==> config.mk <==
export PLATFORM = sky130hd
export DESIGN_NAME = axi_lite_arbiter
export DESIGN_NICKNAME = d
export VERILOG_FILES = /design/src/rtl/axi_lite_arbiter_pkg.sv /design/src/rtl/axi_lite_arbiter.sv
export SDC_FILE = /design/constraint.sdc
export NUM_CORES = 1
export LEC_CHECK = 0
export ABC_AREA = 1
export BUFFER_PORTS_ARGS = -buffer_cell sky130_fd_sc_hd__buf_4
export CELL_PAD_IN_SITES_DETAIL_PLACEMENT = 0
export CELL_PAD_IN_SITES_GLOBAL_PLACEMENT = 1
export CORE_AREA = 3 3 140 142
export CTS_BUF_LIST = sky130_fd_sc_hd__clkbuf_8 sky130_fd_sc_hd__clkbuf_16
export DETAILED_ROUTE_END_ITERATION = 7
export DIE_AREA = 0 0 143 145
export GPL_ROUTABILITY_DRIVEN = 1
export PLACE_DENSITY_LB_ADDON = 0.3
export SLEW_MARGIN = 20
export SYNTH_ARGS = -nofsm -noshare
export SYNTH_HDL_FRONTEND = slang
export SYNTH_SLANG_ARGS = --single-unit
==> constraint.sdc <==
create_clock -name clk -period 1.73 [get_ports clk]
set_input_delay 0.2595 -clock clk [delete_from_list [all_inputs] [get_ports clk]]
set_output_delay 0.2595 -clock clk [all_outputs]
set_load 0.05 [all_outputs]
==> src/rtl/axi_lite_arbiter_pkg.sv <==
// Shared definitions for the IFU/LSU AXI-lite arbiter.
// Holds the FSM state encoding, the AXI response codes and the master ids
// used by the last-winner register of the round-robin build.
package axi_lite_arbiter_pkg;

    localparam int unsigned STATE_W = 2;
    localparam int unsigned RESP_W  = 2;

    // Arbiter FSM: IDLE arbitrates, the other three hold one grant each.
    typedef enum logic [STATE_W-1:0] {
        ST_IDLE   = 2'b00,
        ST_IFU_RD = 2'b01,
        ST_LSU_RD = 2'b10,
        ST_LSU_WR = 2'b11
    } arb_state_e;

    // AXI response codes; the arbiter forwards them untouched.
    localparam logic [RESP_W-1:0] RESP_OKAY   = 2'b00;
    localparam logic [RESP_W-1:0] RESP_SLVERR = 2'b10;
    localparam logic [RESP_W-1:0] RESP_DECERR = 2'b11;

    // Master ids.
    localparam logic MST_IFU = 1'b0;
    localparam logic MST_LSU = 1'b1;

endpackage

==> src/rtl/axi_lite_arbiter.sv <==
// 2-master to 1-slave AXI-lite arbiter: IFU (read only) and LSU (read/write)
// share one memory slave, one transaction at a time.
//
// Ports:
//   clk, rst          clock, asynchronous active-low reset
//   ifu_ar* / ifu_r*  IFU read address / read response
//   lsu_ar* / lsu_r*  LSU read address / read response
//   lsu_aw* / lsu_w*  LSU write address / write data
//   lsu_b*            LSU write response
//   s_*               slave side of all five channels
//
// Build option:
//   AXI_ARB_ROUND_ROBIN_EN  defined: the master that did not win the last
//                           grant has priority on contention.
//                           undefined: fixed priority LSU write > LSU read >
//                           IFU read.
//
// The grant is registered in IDLE (one cycle of arbitration latency) and held
// until the response handshake; while granted, the master's channels are
// routed combinationally to the slave.
module axi_lite_arbiter
    import axi_lite_arbiter_pkg::*;
#(
    parameter  int unsigned ADDR_W = 32,
    parameter  int unsigned DATA_W = 32,
    localparam int unsigned STRB_W = DATA_W / 8
) (
    input  logic              clk,
    input  logic              rst,

    input  logic [ADDR_W-1:0] ifu_araddr,
    input  logic              ifu_arvalid,
    output logic              ifu_arready,
    output logic [DATA_W-1:0] ifu_rdata,
    output logic [RESP_W-1:0] ifu_rresp,
    output logic              ifu_rvalid,
    input  logic              ifu_rready,

    input  logic [ADDR_W-1:0] lsu_araddr,
    input  logic              lsu_arvalid,
    output logic              lsu_arready,
    output logic [DATA_W-1:0] lsu_rdata,
    output logic [RESP_W-1:0] lsu_rresp,
    output logic              lsu_rvalid,
    input  logic              lsu_rready,
    input  logic [ADDR_W-1:0] lsu_awaddr,
    input  logic              lsu_awvalid,
    output logic              lsu_awready,
    input  logic [DATA_W-1:0] lsu_wdata,
    input  logic [STRB_W-1:0] lsu_wstrb,
    input  logic              lsu_wvalid,
    output logic              lsu_wready,
    output logic [RESP_W-1:0] lsu_bresp,
    output logic              lsu_bvalid,
    input  logic              lsu_bready,

    output logic [ADDR_W-1:0] s_araddr,
    output logic              s_arvalid,
    input  logic              s_arready,
    input  logic [DATA_W-1:0] s_rdata,
    input  logic [RESP_W-1:0] s_rresp,
    input  logic              s_rvalid,
    output logic              s_rready,
    output logic [ADDR_W-1:0] s_awaddr,
    output logic              s_awvalid,
    input  logic              s_awready,
    output logic [DATA_W-1:0] s_wdata,
    output logic [STRB_W-1:0] s_wstrb,
    output logic              s_wvalid,
    input  logic              s_wready,
    input  logic [RESP_W-1:0] s_bresp,
    input  logic              s_bvalid,
    output logic              s_bready
);

    arb_state_e state_q, state_d;

    // Per-grant "address/data already accepted" flags.
    logic ar_done_q;
    logic aw_done_q;
    logic w_done_q;

    logic lsu_wr_req;
    logic lsu_any_req;

    assign lsu_wr_req  = lsu_awvalid | lsu_wvalid;
    assign lsu_any_req = lsu_wr_req | lsu_arvalid;

`ifdef AXI_ARB_ROUND_ROBIN_EN
    logic last_q;
`endif

    // State register.
    always_ff @(posedge clk or negedge rst) begin
        if (!rst) begin
            state_q <= ST_IDLE;
        end else begin
            state_q <= state_d;
        end
    end

    // Handshake flags: cleared in IDLE, set once per grant.
    always_ff @(posedge clk or negedge rst) begin
        if (!rst) begin
            ar_done_q <= 1'b0;
            aw_done_q <= 1'b0;
            w_done_q  <= 1'b0;
        end else if (state_q == ST_IDLE) begin
            ar_done_q <= 1'b0;
            aw_done_q <= 1'b0;
            w_done_q  <= 1'b0;
        end else begin
            if (s_arvalid && s_arready) begin
                ar_done_q <= 1'b1;
            end
            if (s_awvalid && s_awready) begin
                aw_done_q <= 1'b1;
            end
            if (s_wvalid && s_wready) begin
                w_done_q <= 1'b1;
            end
        end
    end

`ifdef AXI_ARB_ROUND_ROBIN_EN
    // Last winner, updated when IDLE hands out a grant.
    always_ff @(posedge clk or negedge rst) begin
        if (!rst) begin
            last_q <= MST_IFU;
        end else if (state_q == ST_IDLE && state_d != ST_IDLE) begin
            last_q <= (state_d == ST_IFU_RD) ? MST_IFU : MST_LSU;
        end
    end
`endif

    // Next state and channel routing.
    always_comb begin
        state_d     = state_q;

        ifu_arready = 1'b0;
        ifu_rdata   = '0;
        ifu_rresp   = RESP_OKAY;
        ifu_rvalid  = 1'b0;

        lsu_arready = 1'b0;
        lsu_rdata   = '0;
        lsu_rresp   = RESP_OKAY;
        lsu_rvalid  = 1'b0;
        lsu_awready = 1'b0;
        lsu_wready  = 1'b0;
        lsu_bresp   = RESP_OKAY;
        lsu_bvalid  = 1'b0;

        s_araddr    = '0;
        s_arvalid   = 1'b0;
        s_rready    = 1'b0;
        s_awaddr    = '0;
        s_awvalid   = 1'b0;
        s_wdata     = '0;
        s_wstrb     = '0;
        s_wvalid    = 1'b0;
        s_bready    = 1'b0;

        case (state_q)
            ST_IDLE: begin
`ifdef AXI_ARB_ROUND_ROBIN_EN
                // LSU wins unless the IFU also requests and the LSU won last.
                if (lsu_any_req && (!ifu_arvalid || last_q == MST_IFU)) begin
                    state_d = lsu_wr_req ? ST_LSU_WR : ST_LSU_RD;
                end else if (ifu_arvalid) begin
                    state_d = ST_IFU_RD;
                end
`else
                if (lsu_wr_req) begin
                    state_d = ST_LSU_WR;
                end else if (lsu_any_req) begin
                    state_d = ST_LSU_RD;
                end else if (ifu_arvalid) begin
                    state_d = ST_IFU_RD;
                end
`endif
            end

            ST_IFU_RD: begin
                s_araddr    = ifu_araddr;
                s_arvalid   = ifu_arvalid & ~ar_done_q;
                ifu_arready = s_arready & ~ar_done_q;
                ifu_rdata   = s_rdata;
                ifu_rresp   = s_rresp;
                ifu_rvalid  = s_rvalid;
                s_rready    = ifu_rready;
                if (s_rvalid && ifu_rready) begin
                    state_d = ST_IDLE;
                end
            end

            ST_LSU_RD: begin
                s_araddr    = lsu_araddr;
                s_arvalid   = lsu_arvalid & ~ar_done_q;
                lsu_arready = s_arready & ~ar_done_q;
                lsu_rdata   = s_rdata;
                lsu_rresp   = s_rresp;
                lsu_rvalid  = s_rvalid;
                s_rready    = lsu_rready;
                if (s_rvalid && lsu_rready) begin
                    state_d = ST_IDLE;
                end
            end

            ST_LSU_WR: begin
                // AW and W are independent; each closes on its own handshake.
                s_awaddr    = lsu_awaddr;
                s_awvalid   = lsu_awvalid & ~aw_done_q;
                lsu_awready = s_awready & ~aw_done_q;
                s_wdata     = lsu_wdata;
                s_wstrb     = lsu_wstrb;
                s_wvalid    = lsu_wvalid & ~w_done_q;
                lsu_wready  = s_wready & ~w_done_q;
                lsu_bresp   = s_bresp;
                lsu_bvalid  = s_bvalid;
                s_bready    = lsu_bready;
                if (s_bvalid && lsu_bready) begin
                    state_d = ST_IDLE;
                end
            end
        endcase
    end

endmodule

# Word level (Yosys, flattened, before mapping)
# Cells that the tools add are included.
# word_totals
wordCells,68
out_inout_bits,182
in_bits,182
reg_bits,5
# op_classes
reduce_logical,11
eq_ne,7
bitwise,12
n_mux,34
# op_table
op,count
$mux 32,4
$pmux 32 s2,1
$mux 2,9
$mux 1,16
$pmux 2 s4,1
$and 1x1->1,7
$logic_and 1x1->1,6
$ne 2x2->1 const B,3
$reduce_bool 2->1,3
$eq 2x2->1 const B,2
$mux 4,1
$ne 4x4->1 const B,1
$pmux 1 s2,2
$reduce_and 4->1,1
$not 1->1,3
$eq 2x1->1 const B,1
$logic_not 2->1,1
$or 1x1->1,2

# Logic depth before layout (Yosys ltp)
# logic_depth
depth_word,6
ltp_mapped,8
depth_no_buf,7

# Least setup slack after synthesis
# Ideal clock, no wire load.
# synth_path
kind,reg-to-output
start,register state_q[0]
end,output s_arvalid
required_time_ps,1470
path_buffers,0
stages_incl_launch_ff,5
setup_slack_ps,-862
t_arrival_ps,2333
path_cell_list,dfrtp_1 -> inv_1 -> ha_1 -> inv_2 -> nor4_1
# synth_between
elab_chain_cells,2
elab_cells_between_ends,3
classes_between,eq/ne (2); mux (1)
# synth_rtl
element,line,source
from (decl),axi_lite_arbiter.sv:76,"arb_state_e state_q, state_d;"
from (signal assigned),axi_lite_arbiter.sv:98,state_q <= state_d;
$eq 2x2->1 or $eq 2x1->1 (tied branches),axi_lite_arbiter.sv:164,case (state_q)
$pmux 1 s2 *,axi_lite_arbiter.sv:164,
to (decl),axi_lite_arbiter.sv:58,"output logic s_arvalid,"
# Every way passes the cells marked *; elsewhere a longest branch is shown, timed or not.

# Worst setup path after layout
# layout_path
start,register state_q[1]
end,output s_araddr[14]
# layout_between
elab_chain_cells,2
elab_cells_between_ends,3
classes_between,eq/ne (2); mux (1)
# layout_rtl
element,line,source
$eq 2x2->1 or $eq 2x1->1 (tied branches),axi_lite_arbiter.sv:164,
$pmux 32 s2 *,axi_lite_arbiter.sv:164,
to (decl),axi_lite_arbiter.sv:57,"output logic [ADDR_W-1:0] s_araddr,"
# Marked as above.

==> run summary <==
Total power -> 11300 uW
Clock Latency Late Sink -> 0.23 ns
Sw frac -> 59.6%
Root Buffer -> clkbuf_16
CP bufs+invs -> 4
Kind of critical path -> reg -> out
Nets -> 1043
Crit-path slowest cell -> dfrtp_1
Die Height -> 145 um
Crit path required time -> 1.47 ns
Sequential fraction of the synthesis area -> 5.81%
Global-route wire length before repair -> 20300 um
Total of max-cap violations -> 0
Fraction of layout cells with a size suffix above 1 -> 55.0%
Via count -> 4022
P&R area growth vs syn -> 203%
Initial Util -> 11.6%
Initial antenna violation count -> 0
Hold Fails Final Rpt -> 0
I/O pins -> 364
Die W -> 143 um
RR Startpoint -> state_q[1]
Slowest Stage Delay on Critical Path -> 0.41 ns
Syn nets -> 664
Setup crit end kind -> output pin
Design internal power -> 4570 uW
Worst path most repeated cell -> buf_6
Final WS setup -> -0.119 ns
Pwr Density -> 1740 mW/mm2
Syn. warnings -> 0
Detailed placement HPWL -> 11500 um
Flop pwr share -> 1.7%
Mapped cell area -> 0.00215 mm2
Core Area -> 0.0186 mm2
Top cells by area, synth -> nand2_1 39%, inv_1 27%, a21oi_1 8.6%
Total Routing Usage GR -> 12.3%
Post-route ant nets -> 0
Leakage power -> 0.00415 uW
Max Freq -> 0.541 GHz
Via density -> 3.69
DR WL/cell -> 13.3 um
Hold_sp -> s_wready
# setup viols final -> 147
1st-pass router iterations -> 4
GPL Wtd Cong -> 0.790
PortBufs -> 363
Post-synth EDFFs -> 0
Post-synth top area share -> 39.4%
VDD IR-drop max -> 1020 uV
Starting DRT DRC Count -> 68
Synth unique cells -> 18
Synthesized flop and latch total -> 5
Clock share of power -> 3.3%
Commonest cells in the netlist -> 226 x nand2_1, 155 x inv_1, 37 x a21oi_1
Status -> complete, but fails checks
CP Cell Sequence -> buf_4, ha_4, buf_12, buf_6, nand2_1, a21oi_4, buf_6
Largest net degree at the start of global routing -> 34
Fin. max-slew vios -> 0
Final WL -> 14500 um
Crit path max-delay family -> buffers and inverters
GRT overflow -> 0
HP Class -> in -> reg
Relative slew margins -> 75.5%
Post-layout min period -> 1.85 ns
Worst-Margin Slew -> 0.367 ns
Die ar. -> 0.0207 mm2
Worst-path clk slew -> 0.03 ns
Clock buffer depth -> 2
Crit Path Max Fanout -> 7
TritonCTS Buffers -> 3
Clock Skew -> 0.0000962 ns
Worst EP arrival -> 1.59 ns
Type of origin of the critical path -> flop
Gate power share -> 94.9%
Synth area leader -> nand2_1
Floorplan row count -> 50
Ys async rst share -> 100%
Sink Count -> 5
RSZ-0062 raised after global routing -> yes
Synth Instances -> 477
CTS tree -> done
Vias in the first global route -> 3910
Failing checks -> negative setup slack
CP Launch Point -> state_q[1]
P_sw -> 6750 uW
Primary FF master, synth -> dfrtp_1
# H-tree levels -> 1
Final worst-path cycle share -> 107%
# diodes -> 0
Syn Area/Cell -> 4.52 um2
Most frequent cell after synthesis -> nand2_1
Drc violations -> 0
Final hold slack -> 0.297 ns
[flip-flops by register name, indices dropped and copies added (netlist names)]
name	cells
state_q	2
ar_done_q	1
aw_done_q	1
w_done_q	1
[stage by stage]
step	instances	cell area, um2	TNS [ns]	setup slack (ns)	util (%)
floorplan	477	2180	-8.22	-0.251	-
global placement	1068	5220	0	0.0638	28.1
detailed placement	1068	5220	0	0.0261	28.1
CTS	1083	6150	-7.32	-0.122	33.1
global route	1089	6520	-19.46	-0.184	35.1
finish	1089	6520	-8.75	-0.119	35.1
[path summary, 6_finish.rpt]
path | endpoint | slack [ns] | cells after the start
max | s_araddr[14] | -0.12 | 7
min | w_done_q | 0.30 | 3
max reg2reg | state_q[1] | -0.03 | 8
min reg2reg | aw_done_q | 0.54 | 2
max in group asynchronous | state_q[1] | 1.25 | 2
min in group asynchronous | aw_done_q | 0.37 | 2
[logic make-up (layout without fill, tap and decap cells)]
group / after synthesis / count (layout) / share of synthesized area [%]
flip-flops: 5 / 5 / 5.81
AO/OA/AOI/OAI: 39 / 39 / 9.06
adder cells (fa/ha/maj): 5 / 5 / 2.90
buffers and inverters: 183 / 561 / 37.5
AND/OR/NAND/NOR: 245 / 245 / 44.7
[layout by cell type, fill, tap and decap left out, drive strengths merged]
master / synthesis / routed
buf: 27 / 398
inv: 156 / 157
clkbuf: 0 / 5
nand3: 3 / 3
nor2: 10 / 10
nand2: 228 / 228
ha: 5 / 5
dlygate4sd3: 0 / 1
o21ai: 2 / 2
nor3b: 2 / 2
dfrtp: 5 / 5
nor4: 1 / 1
a21oi: 37 / 37
nand4: 1 / 1
[worst min-delay path, stage by stage]
cell	delay [ns]
buf_4	0.11
nand2_1	0.06
a21oi_1	0.05
[what timing repair did]
item,in CTS,in global routing
pin swaps,0,1
gates cloned,4,3
gates resized for setup,177,83
endpoints found under the setup margin,171,183
setup buffers,6,3
hold buffers,1,0
hold endpoints to repair,5,0
[power by group through the flow]
stage	clock (uW)	sequential (uW)	combinational, uW
2_1_floorplan	0	189	5770
3_3_place_gp	0	192	8540
3_5_place_dp	0	195	8480
4_1_cts	384	194	10300
5_1_grt	390	200	11300
6_report	376	196	10700
[per-layer routing]
| metal | wire length, um | track usage [%] | vias up |
|---|---|---|---|
| met3 | 1280 | 2.44 | 8 |
| met2 | 8000 | 25.8 | 216 |
| li1 | - | - | 2061 |
| met1 | 5120 | 12.1 | 1737 |
| met4 | 105 | 1.81 | 0 |
| met5 | 0 | 0 | - |
[final cells by class]
type                            count  area [um2]
Clock buffer                        3        75.1
Clock inverter                      1        3.75
Fill cell                        1994       12100
Inverter                          156         593
Multi-Input combinational cell    289        1500
Sequential cell                     5         125
Tap cell                          234         293
Timing Repair Buffer              401        3930
Note: power is estimated with default switching activity, not from simulation.
